### config.mk
export PLATFORM = sky130hd
export DESIGN_NAME = network
export DESIGN_NICKNAME = d
export VERILOG_FILES = /design/src/rtl/network.sv
export SDC_FILE = /design/constraint.sdc
export NUM_CORES = 1
export LEC_CHECK = 0
export CORE_MARGIN = 2
export CORE_UTILIZATION = 25
export CTS_CLUSTER_SIZE = 16
export DETAILED_ROUTE_END_ITERATION = 16
export GPL_ROUTABILITY_DRIVEN = 0
export PLACE_DENSITY = 0.49
export SLEW_MARGIN = 20
export SYNTH_ARGS = -nofsm -noshare
export SYNTH_HDL_FRONTEND = slang
export SYNTH_SLANG_ARGS = --single-unit
### constraint.sdc
create_clock -name clk -period 6.3 [get_ports clk]
set_clock_uncertainty 0.1 [all_clocks]
set_input_delay 1.89 -clock clk [delete_from_list [all_inputs] [get_ports clk]]
set_output_delay 1.89 -clock clk [all_outputs]
set_load 0.005 [all_outputs]
### src/rtl/network.sv
// Spiking core: 4 binary inputs fully connected to 2 LIF neurons, n_cycles timesteps per run (NETWORK_LEAK_EN enables leak).
// Latency: 2 cycles per timestep (SAMPLE, UPDATE); ready is low for 2*n_cycles cycles per run when samples arrive on time.
// Backpressure: sample stays high and all state freezes while sample_ready is low; start is accepted only while ready is high.
module network #(
    parameter int n_cycles            = 10,
    parameter int cycles_cnt_bitwidth = 5,
    parameter int MEM_BW              = 12,
    parameter int THRESHOLD           = 16,
    parameter int LEAK_SHIFT          = 3,
    parameter logic signed [7:0] W0 [0:3] = '{8'sd5, 8'sd5, 8'sd5, 8'sd5},
    parameter logic signed [7:0] W1 [0:3] = '{8'sd8, 8'sd8, -8'sd4, -8'sd4}
) (
    input  logic       clk,
    input  logic       rst_n,
    input  logic       start,
    input  logic       sample_ready,
    output logic       ready,
    output logic       sample,
    input  logic [3:0] in_spikes,
    output logic [1:0] out_spikes
);

    localparam int SW = MEM_BW + 2;
    localparam logic signed [SW-1:0]     VMAX = SW'((2 ** (MEM_BW - 1)) - 1);
    localparam logic signed [MEM_BW-1:0] THR  = MEM_BW'(THRESHOLD);
    localparam logic [cycles_cnt_bitwidth-1:0] LAST = cycles_cnt_bitwidth'(n_cycles - 1);

    typedef enum logic [1:0] {
        IDLE   = 2'd0,
        SAMPLE = 2'd1,
        UPDATE = 2'd2
    } state_t;

    state_t                         state;
    logic [cycles_cnt_bitwidth-1:0] cnt;
    logic [3:0]                     spikes_q;
    logic signed [MEM_BW-1:0]       v0, v1;

    logic signed [SW-1:0]     acc0, acc1;
    logic signed [MEM_BW-1:0] nv0, nv1;
    logic                     fire0, fire1;

    // Membranes never go negative, so the upper clamp is the only saturation besides the floor at 0.
    function automatic logic signed [MEM_BW-1:0] clamp(input logic signed [SW-1:0] a);
        if (a[SW-1])
            return '0;
        else if (a > VMAX)
            return VMAX[MEM_BW-1:0];
        else
            return a[MEM_BW-1:0];
    endfunction

    always_comb begin
        acc0 = SW'(v0);
        acc1 = SW'(v1);
`ifdef NETWORK_LEAK_EN
        acc0 = acc0 - (acc0 >>> LEAK_SHIFT);
        acc1 = acc1 - (acc1 >>> LEAK_SHIFT);
`endif
        for (int i = 0; i < 4; i++) begin
            if (spikes_q[i]) begin
                acc0 = acc0 + SW'(W0[i]);
                acc1 = acc1 + SW'(W1[i]);
            end
        end
        nv0   = clamp(acc0);
        nv1   = clamp(acc1);
        fire0 = (nv0 >= THR);
        fire1 = (nv1 >= THR);
    end

    always_ff @(posedge clk) begin
        if (!rst_n) begin
            state      <= IDLE;
            ready      <= 1'b0;
            sample     <= 1'b0;
            out_spikes <= 2'b00;
            cnt        <= '0;
            spikes_q   <= '0;
            v0         <= '0;
            v1         <= '0;
        end else begin
            case (state)
                IDLE: begin
                    ready <= 1'b1;
                    if (start && ready) begin
                        v0         <= '0;
                        v1         <= '0;
                        out_spikes <= 2'b00;
                        cnt        <= '0;
                        ready      <= 1'b0;
                        sample     <= 1'b1;
                        state      <= SAMPLE;
                    end
                end
                SAMPLE: begin
                    if (sample_ready) begin
                        spikes_q <= in_spikes;
                        sample   <= 1'b0;
                        state    <= UPDATE;
                    end
                end
                UPDATE: begin
                    out_spikes <= {fire1, fire0};
                    v0         <= fire0 ? '0 : nv0;
                    v1         <= fire1 ? '0 : nv1;
                    if (cnt == LAST) begin
                        ready <= 1'b1;
                        state <= IDLE;
                    end else begin
                        cnt    <= cnt + 1'b1;
                        sample <= 1'b1;
                        state  <= SAMPLE;
                    end
                end
                default: state <= IDLE;
            endcase
        end
    end

endmodule

==> qor.txt, run 1 <==
Status: finished clean
Share of the synthesized area in the top cell type: 0.181
Max-slew violations: 0
CP required: 6.40 ns
Sequential area share after synthesis: 0.181
Drt initial violations: 280
CTS Buf Count: 5
Final min period: 4.61 ns
PostCTS Resize Cnt: 0
Yosys warning count: 0
Crit Reg-Reg Endpoint: v0[2]$_SDFFE_PN0P_
Unrepaired setup endpoints after global routing: no
Max-cap viol count: 0
Global-route wire length before repair: 17.7 mm
Synth Cell Area: 4090 sq um
CTS tree: done
Final core utilization: 0.282
Relative slew slack: 0.325
Clock insertion delay at the later pin of the skew report: 0.30 ns
Worst Max-Slew Pin Slew: 1.01 ns
Post-synth top cells: nor2_1 (53), nand2_1 (48), dfxtp_1 (37)
Vias in the first global route: 3,522
Post-synth EDFFs: 0
Cell variety after synth: 98
Starting Density: 0.256
CP Max Fanout: 31
Pre-antenna DRT Iters: 5
Synth Flop Type: dfxtp_1
Internal power: 454 uW
Critical path's slowest cell: dfxtp_1
Critical path class: register to register
# DRC: 0
Worst Hold End: out_spikes[1]$_SDFFE_PN0P_
Clk sinks: 37
DR vias: 3,729
Final Hold Viols: 0
Seq cells post-synth: 37
Worst r2r path cells: 13
Tot GR Track Use: 0.125
Die width: 132 um
N_diodes: 0
Syn_area_per_cell: 8.12 sq um
Initial antenna violation count: 0
Setup-failing EPs final: 0
Die area: 17,400 sq um
Gate power share: 0.104
Post-synthesis net count: 521
Overflow after GRT: 0
Post-synthesis cell count: 503
Leading post-synthesis cells by cell area: dfxtp_1 (18%), xnor2_1 (4.9%), xor2_1 (4.9%)
Setup TNS: 0 ns
Period utilization: 0.731
Final HPWL DP: 8.33 mm
Peak supply drop: 0.0000815 V
Antenna-violating nets left: 0
RR Startpoint: spikes_q[0]$_SDFFE_PN0P_
Ys async rst share: 0
Power per cell area: 136 nW/um^2
Die Y: 132 um
Layout cells sized above 1: 0.124
DR WL/cell: 15.0 um
Switching share of power: 0.256
Crit-path max cell delay: 0.99 ns
Hold-critical path depth: 2
Fin nets: 519
Count leader, synth: nor2_1
CTS Buffer Depth: 2
H-tree depth: 2
Crit-path cells: mux2_2, ha_1, nand4bb_1, o211a_1, nand3_1, o31a_2, nor4_2, o2111ai_2, xnor2_2, or3b_1, a211oi_2, o211ai_2, o41ai_1
CTS root buf: clkbuf_16
Ports: 12
Highest Clock Rate: 217 MHz
Crit start category: register
Syn-to-layout area delta: 9.92%
Switching pwr: 156 uW
Final wirelength: 10.7 mm
Flop2flop setup slack: 1.69 ns
PortBufs: 11
Yosys top cell by area: dfxtp_1
Postcts setup bufs: 0
Hold path startpoint: out_spikes[1]$_SDFFE_PN0P_
Crit end category: register
Largest net degree at the start of global routing: 32
Leak pwr: 0.00161 uW
Worst-path clk slew: 0.06 ns
Num rows: 46
CP arrival: 4.71 ns
Worst hold path type: register to register
Core area: 15,900 sq um
Vias per inst: 5.19
Clock power share: 0.492
CTS Hold Bufs: 0
Sequential share of power: 0.404
==> flip-flops by register name (all words and copies together), names as in the netlist <==
signal	flops
cnt	5
out_spikes	2
ready	1
sample	1
spikes_q	4
state	2
v0	12
v1	10
==> power by group through the flow <==
stage / registers, uW / clock network (uW) / logic [uW]
6_report: 246 / 300 / 63.6
3_3_place_gp: 251 / 0 / 63.1
4_1_cts: 246 / 310 / 64.4
3_5_place_dp: 252 / 0 / 64.1
2_1_floorplan: 246 / 0 / 48.5
5_1_grt: 248 / 321 / 70.9
==> critical path: cells and delay by family, from the launching register on <==
family,cells,cell delay (ns)
compound gates,6,1.61
xor+xnor,1,0.22
fa+ha+maj,1,0.17
flops,1,0.99
mux,1,0.34
simple gates,4,1.07
==> worst max path at each step <==
stage	from	to	slack, ns	cells past startpoint
after detailed placement	spikes_q[0]$_SDFFE_PN0P_	v0[1]$_SDFFE_PN0P_	1.72	15
after CTS	spikes_q[0]$_SDFFE_PN0P_	v0[1]$_SDFFE_PN0P_	1.69	15
after global placement	spikes_q[0]$_SDFFE_PN0P_	v0[2]$_SDFFE_PN0P_	1.83	13
after global routing	spikes_q[0]$_SDFFE_PN0P_	v0[2]$_SDFFE_PN0P_	1.14	15
final	spikes_q[0]$_SDFFE_PN0P_	v0[2]$_SDFFE_PN0P_	1.69	13
after floorplan	spikes_q[0]$_SDFFE_PN0P_	v0[1]$_SDFFE_PN0P_	2.30	16
==> cell usage in the layout, fill, tap and decap left out, types with 7 or more instances in the layout <==
master and instances:
and2_1 15, nor2_1 53, nand2_1 48, nand2b_1 12, clkdlybuf4s50_1 11, xnor2_1 23
o31ai_1 7, dfxtp_1 37, nor3_1 11, mux2_2 7, a21oi_1 12, inv_1 14
o21ai_0 23, xor2_1 23, mux2i_1 9, ha_1 10, nand4_1 13, nand3_1 19
==> cell type report <==
class	count	area (sq um)
Clock buffer	5	125
Fill cell	1714	11500
Sequential cell	37	741
Multi-Input combinational cell	430	3130
Timing Repair Buffer	12	118
Clock inverter	3	46.3
Inverter	15	56.3
Tap cell	216	270
==> layer usage <==
layer | routed length [um] | vias to the layer above | GRT usage
met5 | 0 | - | 0
met4 | 381 | 0 | 0.0628
met3 | 459 | 20 | 0.0254
met2 | 5120 | 82 | 0.202
met1 | 4780 | 1760 | 0.159
li1 | - | 1867 | -
==> kinds of logic (layout without fill, tap and decap cells) <==
group / Yosys count / after routing / share of synthesized area
buffers and inverters: 36 / 35 / 0.0515
and+or+nand+nor: 226 / 226 / 0.303
adders and majority gates: 10 / 10 / 0.0306
DFF: 37 / 37 / 0.181
xor gates and xnor gates: 54 / 54 / 0.142
muxes: 17 / 17 / 0.0447
AOI/OAI and AO/OA: 123 / 123 / 0.247
==> per-stage QoR <==
| stage | instance area, sq um | hold slack [ns] | instances | total power, uW | setup WS (ns) |
|---|---|---|---|---|---|
| floorplan | 4090 | 0.349 | 503 | 295 | 2.30 |
| global placement | 4320 | 0.357 | 710 | 314 | 1.83 |
| detailed placement | 4320 | 0.368 | 710 | 316 | 1.72 |
| CTS | 4490 | 0.383 | 718 | 621 | 1.69 |
| global route | 4490 | 0.430 | 718 | 640 | 1.14 |
| finish | 4490 | 0.373 | 718 | 610 | 1.69 |
Note: power is estimated with default switching activity, not from simulation.
==> run 2, diff against run 1 <==
==> constraint.sdc (replaced) <==
create_clock -name clk -period 4.8 [get_ports clk]
set_clock_uncertainty 0.1 [all_clocks]
set_input_delay 1.44 -clock clk [delete_from_list [all_inputs] [get_ports clk]]
set_output_delay 1.44 -clock clk [all_outputs]
set_load 0.005 [all_outputs]
==> qor.txt, run 2 (same netlist as run 1, synthesis figures left out) <==
Status: finished clean (unchanged)
Commonest cells after routing, fill and taps aside: nor2_1 (52), nand2_1 (48), dfxtp_1 (37) (was nor2_1 (53), nand2_1 (48), dfxtp_1 (37))
Overflow after GRT: 0 (unchanged)
Max-slew violations: 0 (unchanged)
Clock insertion delay at the later pin of the skew report: 0.29 ns (was 0.30 ns)
Pre-antenna DRT Iters: 4 (was 5)
Post-Place Worst Slack: 0.431 ns (was 1.72 ns)
CTS Hold Bufs: 0 (unchanged)
CTS Buffer Depth: 2 (unchanged)
CP arrival: 4.43 ns (was 4.71 ns)
Die Y: 132 um (unchanged)
CTS Buf Count: 5 (unchanged)
Crit end category: register (unchanged)
Crit-path cells: ha_1, mux2_2, ha_1, nand2b_1, o21ai_0, inv_1, ha_1, nand2b_1, nand4_2, xor2_1, nand2_1, nor3_2, nand3_1, o41ai_2, o211ai_2, o41ai_1 (was mux2_2, ha_1, nand4bb_1, o211a_1, nand3_1, o31a_2, nor4_2, o2111ai_2, xnor2_2, or3b_1, a211oi_2, o211ai_2, o41ai_1)
Setup TNS: 0 ns (unchanged)
Crit start category: register (unchanged)
Ports: 12 (unchanged)
Switching share of power: 0.284 (was 0.256)
Worst Hold End: out_spikes[1]$_SDFFE_PN0P_ (unchanged)
Gate power share: 0.114 (was 0.104)
Vias per inst: 5.08 (was 5.19)
Worst-path clk slew: 0.07 ns (was 0.06 ns)
Crit-path max cell delay: 0.52 ns (was 0.99 ns)
Largest registers: v0 x12, v1 x10, cnt x5 (unchanged)
Critical path's slowest cell: dfxtp_1 (unchanged)
Worst Max-Slew Pin Slew: 0.821 ns (was 1.01 ns)
Internal power: 546 uW (was 454 uW)
Starting Density: 0.256 (unchanged)
Hold-critical path depth: 2 (unchanged)
Global routing met3 resource utilization: 0.0231 (was 0.0254)
GRT busiest layer: met2 (unchanged)
N_diodes: 0 (unchanged)
Power per cell area: 170 nW/um^2 (was 136 nW/um^2)
Core area: 15,900 sq um (unchanged)
Setup-failing EPs final: 0 (unchanged)
Clk sinks: 37 (unchanged)
Unrepaired setup endpoints after global routing: no (unchanged)
Critical path's most frequent cell: ha_1
Num rows: 46 (unchanged)
Final Hold Viols: 0 (unchanged)
Worst hold path type: register to register (unchanged)
Die width: 132 um (unchanged)
DR WL/cell: 14.6 um (was 15.0 um)
Flop2flop setup slack: 0.46 ns (was 1.69 ns)
# DRC: 0 (unchanged)
M1 GR Usage: 0.159 (about the same)
DR vias: 3,666 (was 3,729)
CP Max Fanout: 9 (was 31)
Final Worst Setup Slack: 0.458 ns (was 1.69 ns)
Crit Reg-Reg Endpoint: v0[2]$_SDFFE_PN0P_ (unchanged)
Max-cap viol count: 0 (unchanged)
Fin nets: 523 (was 519)
Commonest non-fill, non-tap cell in the layout: nor2_1 (unchanged)
PortBufs: 11 (unchanged)
Vias in the first global route: 3,598 (was 3,522)
Initial antenna violation count: 0 (unchanged)
Relative slew slack: 0.449 (was 0.325)
Tot GR Track Use: 0.122 (was 0.125)
Leak pwr: 0.00162 uW (was 0.00161 uW)
Critical path class: register to register (unchanged)
Final min period: 4.34 ns (was 4.61 ns)
Final wirelength: 10.5 mm (was 10.7 mm)
Layout cells sized above 1: 0.132 (was 0.124)
Fill cell count: 1,696 (was 1,714)
Hold path startpoint: out_spikes[1]$_SDFFE_PN0P_ (unchanged)
Drt initial violations: 192 (was 280)
CTS root buf: clkbuf_16 (unchanged)
Highest Clock Rate: 230 MHz (was 217 MHz)
CTS tree: done (unchanged)
PostCTS Resize Cnt: 0 (unchanged)
H-tree depth: 2 (unchanged)
Antenna-violating nets left: 0 (unchanged)
Largest register by flop count: v0 (unchanged)
CP required: 4.89 ns (was 6.40 ns)
Global-route wire length before repair: 17.6 mm (was 17.7 mm)
Period utilization: 0.905 (was 0.731)
Sequential share of power: 0.421 (was 0.404)
Max reg flops: 12 (unchanged)
Switching pwr: 217 uW (was 156 uW)
RR Startpoint: v0[0]$_SDFFE_PN0P_ (was spikes_q[0]$_SDFFE_PN0P_)
Worst r2r path cells: 16 (was 13)
Final HPWL DP: 8.20 mm (was 8.33 mm)
Met2 track demand over resource: 0.204 (was 0.202)
Peak supply drop: 0.000116 V (was 0.0000815 V)
Syn-to-layout area delta: 10.2% (was 9.92%)
Die area: 17,400 sq um (unchanged)
Clock power share: 0.465 (was 0.492)
Largest net degree at the start of global routing: 19 (was 32)
Postcts setup bufs: 0 (unchanged)
-- run 2: cell count changes in the layout (fill, tap and decap cells not counted), sizes merged --
| cell | change |
|---|---|
| bufinv | -1 |
| inv | +1 |
| buf | +4 |
-- run 2: power groups by stage --
stage	Sequential, uW	Combinational (uW)	Clock, uW
6_report	321	87.1	355
4_1_cts	321	87.5	365
3_3_place_gp	328	86.2	0
3_5_place_dp	328	87.1	0
2_1_floorplan	323	63.7	0
5_1_grt	323	96.1	376
-- run 2: metal layers --
layer	part of all wire	up-vias	wire length (um)
li1	-	1872	-
met1	0.49	1730	5120
met2	0.47	49	4950
met3	0.029	15	302
met4	0.017	0	174
met5	0	-	0
-- run 2: cell type report --
type                       count  area [sq um]  area share
multi-input combinational    430          3140       0.697
sequential                    37           741       0.165
tap                          216           270      0.0600
timing repair buffer          16           148      0.0328
clock buffer                   5           125      0.0278
inverter                      15          56.3      0.0125
clock inverter                 3          25.0     0.00556
-- run 2: how the worst max path moves through the flow --
| stage | startpoint | end | slack (ns) | cells after the start |
|---|---|---|---|---|
| final | v0[0]$_SDFFE_PN0P_ | v0[2]$_SDFFE_PN0P_ | 0.46 | 16 |
| after global routing | v0[0]$_SDFFE_PN0P_ | v0[2]$_SDFFE_PN0P_ | 0.1 | 16 |
| after CTS | v0[0]$_SDFFE_PN0P_ | v0[2]$_SDFFE_PN0P_ | 0.42 | 16 |
| after detailed placement | v0[0]$_SDFFE_PN0P_ | v0[2]$_SDFFE_PN0P_ | 0.43 | 16 |
| after global placement | v0[0]$_SDFFE_PN0P_ | v0[1]$_SDFFE_PN0P_ | 0.61 | 16 |
| after floorplan | spikes_q[0]$_SDFFE_PN0P_ | v0[1]$_SDFFE_PN0P_ | 0.80 | 16 |
-- run 2: critical path, delay by kind of cell (launching register included) --
kind,cells,cell delay [ns]
AO/OA/AOI/OAI,4,1.05
XOR/XNOR,1,0.39
adder cells (fa/ha/maj),3,0.77
buffers and inverters,1,0.09
flip-flops,1,0.52
multiplexers,1,0.29
AND/OR/NAND/NOR,6,1.01
-- run 2: through the flow --
step	total power (uW)	cells	area, sq um	utilization	hold WS [ns]
global placement	415	714	4350	0.273	0.354
finish	763	722	4500	0.282	0.367
global route	794	722	4500	0.282	0.392
detailed placement	415	714	4350	0.273	0.358
floorplan	387	503	4090	-	0.349
CTS	774	722	4500	0.282	0.372
==> run 3, diff against run 2 <==
--- a/config.mk
+++ b/config.mk
@@ -9,8 +9,9 @@
 export CORE_UTILIZATION = 25
 export CTS_CLUSTER_SIZE = 16
 export DETAILED_ROUTE_END_ITERATION = 16
+export DONT_BUFFER_PORTS = 1
 export GPL_ROUTABILITY_DRIVEN = 0
-export PLACE_DENSITY = 0.49
+export PLACE_DENSITY = 0.48
 export SLEW_MARGIN = 20
 export SYNTH_ARGS = -nofsm -noshare
 export SYNTH_HDL_FRONTEND = slang
==> qor.txt, run 3 (same netlist as run 1, synthesis figures left out) <==
Status: finished clean (unchanged)
Core area: 15,900 sq um (unchanged)
PortBufs: 0 (was 11)
CTS Buffer Depth: 2 (unchanged)
Clk sinks: 37 (unchanged)
Global-route wire length before repair: 17.8 mm (was 17.6 mm)
CP arrival: 4.45 ns (was 4.43 ns)
Commonest cells after routing, fill and taps aside: nor2_1 (53), nand2_1 (48), dfxtp_1 (37) (was nor2_1 (52), nand2_1 (48), dfxtp_1 (37))
Non-Filler Instances: 710 (was 722)
Overflow after GRT: 0 (unchanged)
Peak supply drop: 0.000113 V (was 0.000116 V)
Max-cap viol count: 0 (unchanged)
Crit end category: register (unchanged)
Largest net degree at the start of global routing: 19 (unchanged)
Final min period: 4.36 ns (was 4.34 ns)
Drt initial violations: 202 (was 192)
CTS Hold Bufs: 0 (unchanged)
Worst r2r path cells: 12 (was 16)
DR vias: 3,672 (was 3,666)
Largest register by flop count: v0 (unchanged)
Syn-to-layout area delta: 7.26% (was 10.2%)
Vias per inst: 5.17 (was 5.08)
Antenna-violating nets left: 0 (unchanged)
RR Startpoint: v0[0]$_SDFFE_PN0P_ (unchanged)
Num rows: 46 (unchanged)
Fin nets: 511 (was 523)
# DRC: 0 (unchanged)
Final HPWL DP: 8.12 mm (was 8.20 mm)
Die Y: 132 um (unchanged)
Period utilization: 0.908 (was 0.905)
Leak pwr: 0.00158 uW (was 0.00162 uW)
Die width: 132 um (unchanged)
Pre-antenna DRT Iters: 4 (unchanged)
N_diodes: 0 (unchanged)
Highest Clock Rate: 229 MHz (was 230 MHz)
Max-slew violations: 0 (unchanged)
Unrepaired setup endpoints after global routing: no (unchanged)
Hold path startpoint: out_spikes[1]$_SDFFE_PN0P_ (unchanged)
Crit Reg-Reg Endpoint: v0[1]$_SDFFE_PN0P_ (was v0[2]$_SDFFE_PN0P_)
Relative slew slack: 0.432 (was 0.449)
DR WL/cell: 15.1 um (was 14.6 um)
Clock insertion delay at the later pin of the skew report: 0.30 ns (was 0.29 ns)
Layout cells sized above 1: 0.132 (about the same)
Largest registers: v0 x12, v1 x10, cnt x5 (unchanged)
CTS tree: done (unchanged)
Tot Pwr: 756 uW (was 763 uW)
Initial antenna violation count: 0 (unchanged)
Setup TNS: 0 ns (unchanged)
Worst Max-Slew Pin Slew: 0.847 ns (was 0.821 ns)
Final Hold Viols: 0 (unchanged)
Inst Count DP: 702 (was 714)
CP Max Fanout: 10 (was 9)
Ports: 12 (unchanged)
PostCTS Resize Cnt: 0 (unchanged)
CP required: 4.89 ns (about the same)
Starting Density: 0.256 (unchanged)
Worst Hold End: out_spikes[1]$_SDFFE_PN0P_ (unchanged)
CTS Buf Count: 5 (unchanged)
Power per cell area: 173 nW/um^2 (was 170 nW/um^2)
Hold-critical path depth: 2 (unchanged)
Worst-path clk slew: 0.07 ns (about the same)
Flop2flop setup slack: 0.44 ns (was 0.46 ns)
Fill cell count: 1,715 (was 1,696)
CTS root buf: clkbuf_16 (unchanged)
Tot GR Track Use: 0.124 (was 0.122)
Worst hold path type: register to register (unchanged)
Critical path class: register to register (unchanged)
Max reg flops: 12 (unchanged)
Setup-failing EPs final: 0 (unchanged)
Die area: 17,400 sq um (unchanged)
Commonest non-fill, non-tap cell in the layout: nor2_1 (unchanged)
H-tree depth: 2 (unchanged)
Crit start category: register (unchanged)
Vias in the first global route: 3,567 (was 3,598)
Final wirelength: 10.7 mm (was 10.5 mm)
Postcts setup bufs: 0 (unchanged)
## run 3: stage by stage
step / area [sq um] / setup slack, ns / util / hold WS [ns]
5_1_grt: 4380 / 0.0396 / 0.275 / 0.422
3_5_place_dp: 4230 / 0.456 / 0.265 / 0.395
4_1_cts: 4380 / 0.440 / 0.275 / 0.405
2_1_floorplan: 4090 / 0.798 / - / 0.349
3_3_place_gp: 4230 / 0.554 / 0.265 / 0.389
6_report: 4380 / 0.440 / 0.275 / 0.391
## run 3: how the worst max path moves through the flow
stage	start	cells past startpoint	to
6_report	v0[0]$_SDFFE_PN0P_	12	v0[1]$_SDFFE_PN0P_
5_1_grt	v0[0]$_SDFFE_PN0P_	16	v0[1]$_SDFFE_PN0P_
4_1_cts	v0[0]$_SDFFE_PN0P_	16	v0[1]$_SDFFE_PN0P_
3_5_place_dp	v0[0]$_SDFFE_PN0P_	16	v0[2]$_SDFFE_PN0P_
3_3_place_gp	v0[0]$_SDFFE_PN0P_	16	v0[1]$_SDFFE_PN0P_
2_1_floorplan	spikes_q[0]$_SDFFE_PN0P_	16	v0[1]$_SDFFE_PN0P_
## run 3: final cells by class
| type | count | area, sq um | area share |
|---|---|---|---|
| Tap cell | 216 | 270 | 0.0617 |
| Inverter | 15 | 56.3 | 0.0128 |
| Multi-Input combinational cell | 430 | 3130 | 0.715 |
| Clock inverter | 3 | 25.0 | 0.00571 |
| Clock buffer | 5 | 125 | 0.0286 |
| Sequential cell | 37 | 741 | 0.169 |
| Timing Repair Buffer | 4 | 30.0 | 0.00685 |
## run 3: power by group
part	switching [uW]	internal, uW	total, uW
Clock	161	197	358
Sequential	9.98	312	322
Combinational	45.7	30.4	76.1
## run 3: routing by layer
| layer | part of all wire | vias up | track usage |
|---|---|---|---|
| met4 | 0.019 | 0 | 0.0380 |
| met3 | 0.037 | 18 | 0.0231 |
| met5 | 0 | - | 0 |
| li1 | - | 1852 | - |
| met2 | 0.46 | 64 | 0.207 |
| met1 | 0.49 | 1738 | 0.162 |
## run 3: critical path: stages (launching register included)
cell and delay, ns:
dfxtp_1 0.53, ha_1 0.44, o211a_2 0.37, xnor2_4 0.16, o2111ai_4 0.23, o31a_1 0.40, nor4_2 0.42, o2111ai_2 0.20
xnor2_2 0.21, or3b_1 0.42, a211oi_2 0.29, o211ai_2 0.15, o41ai_1 0.32
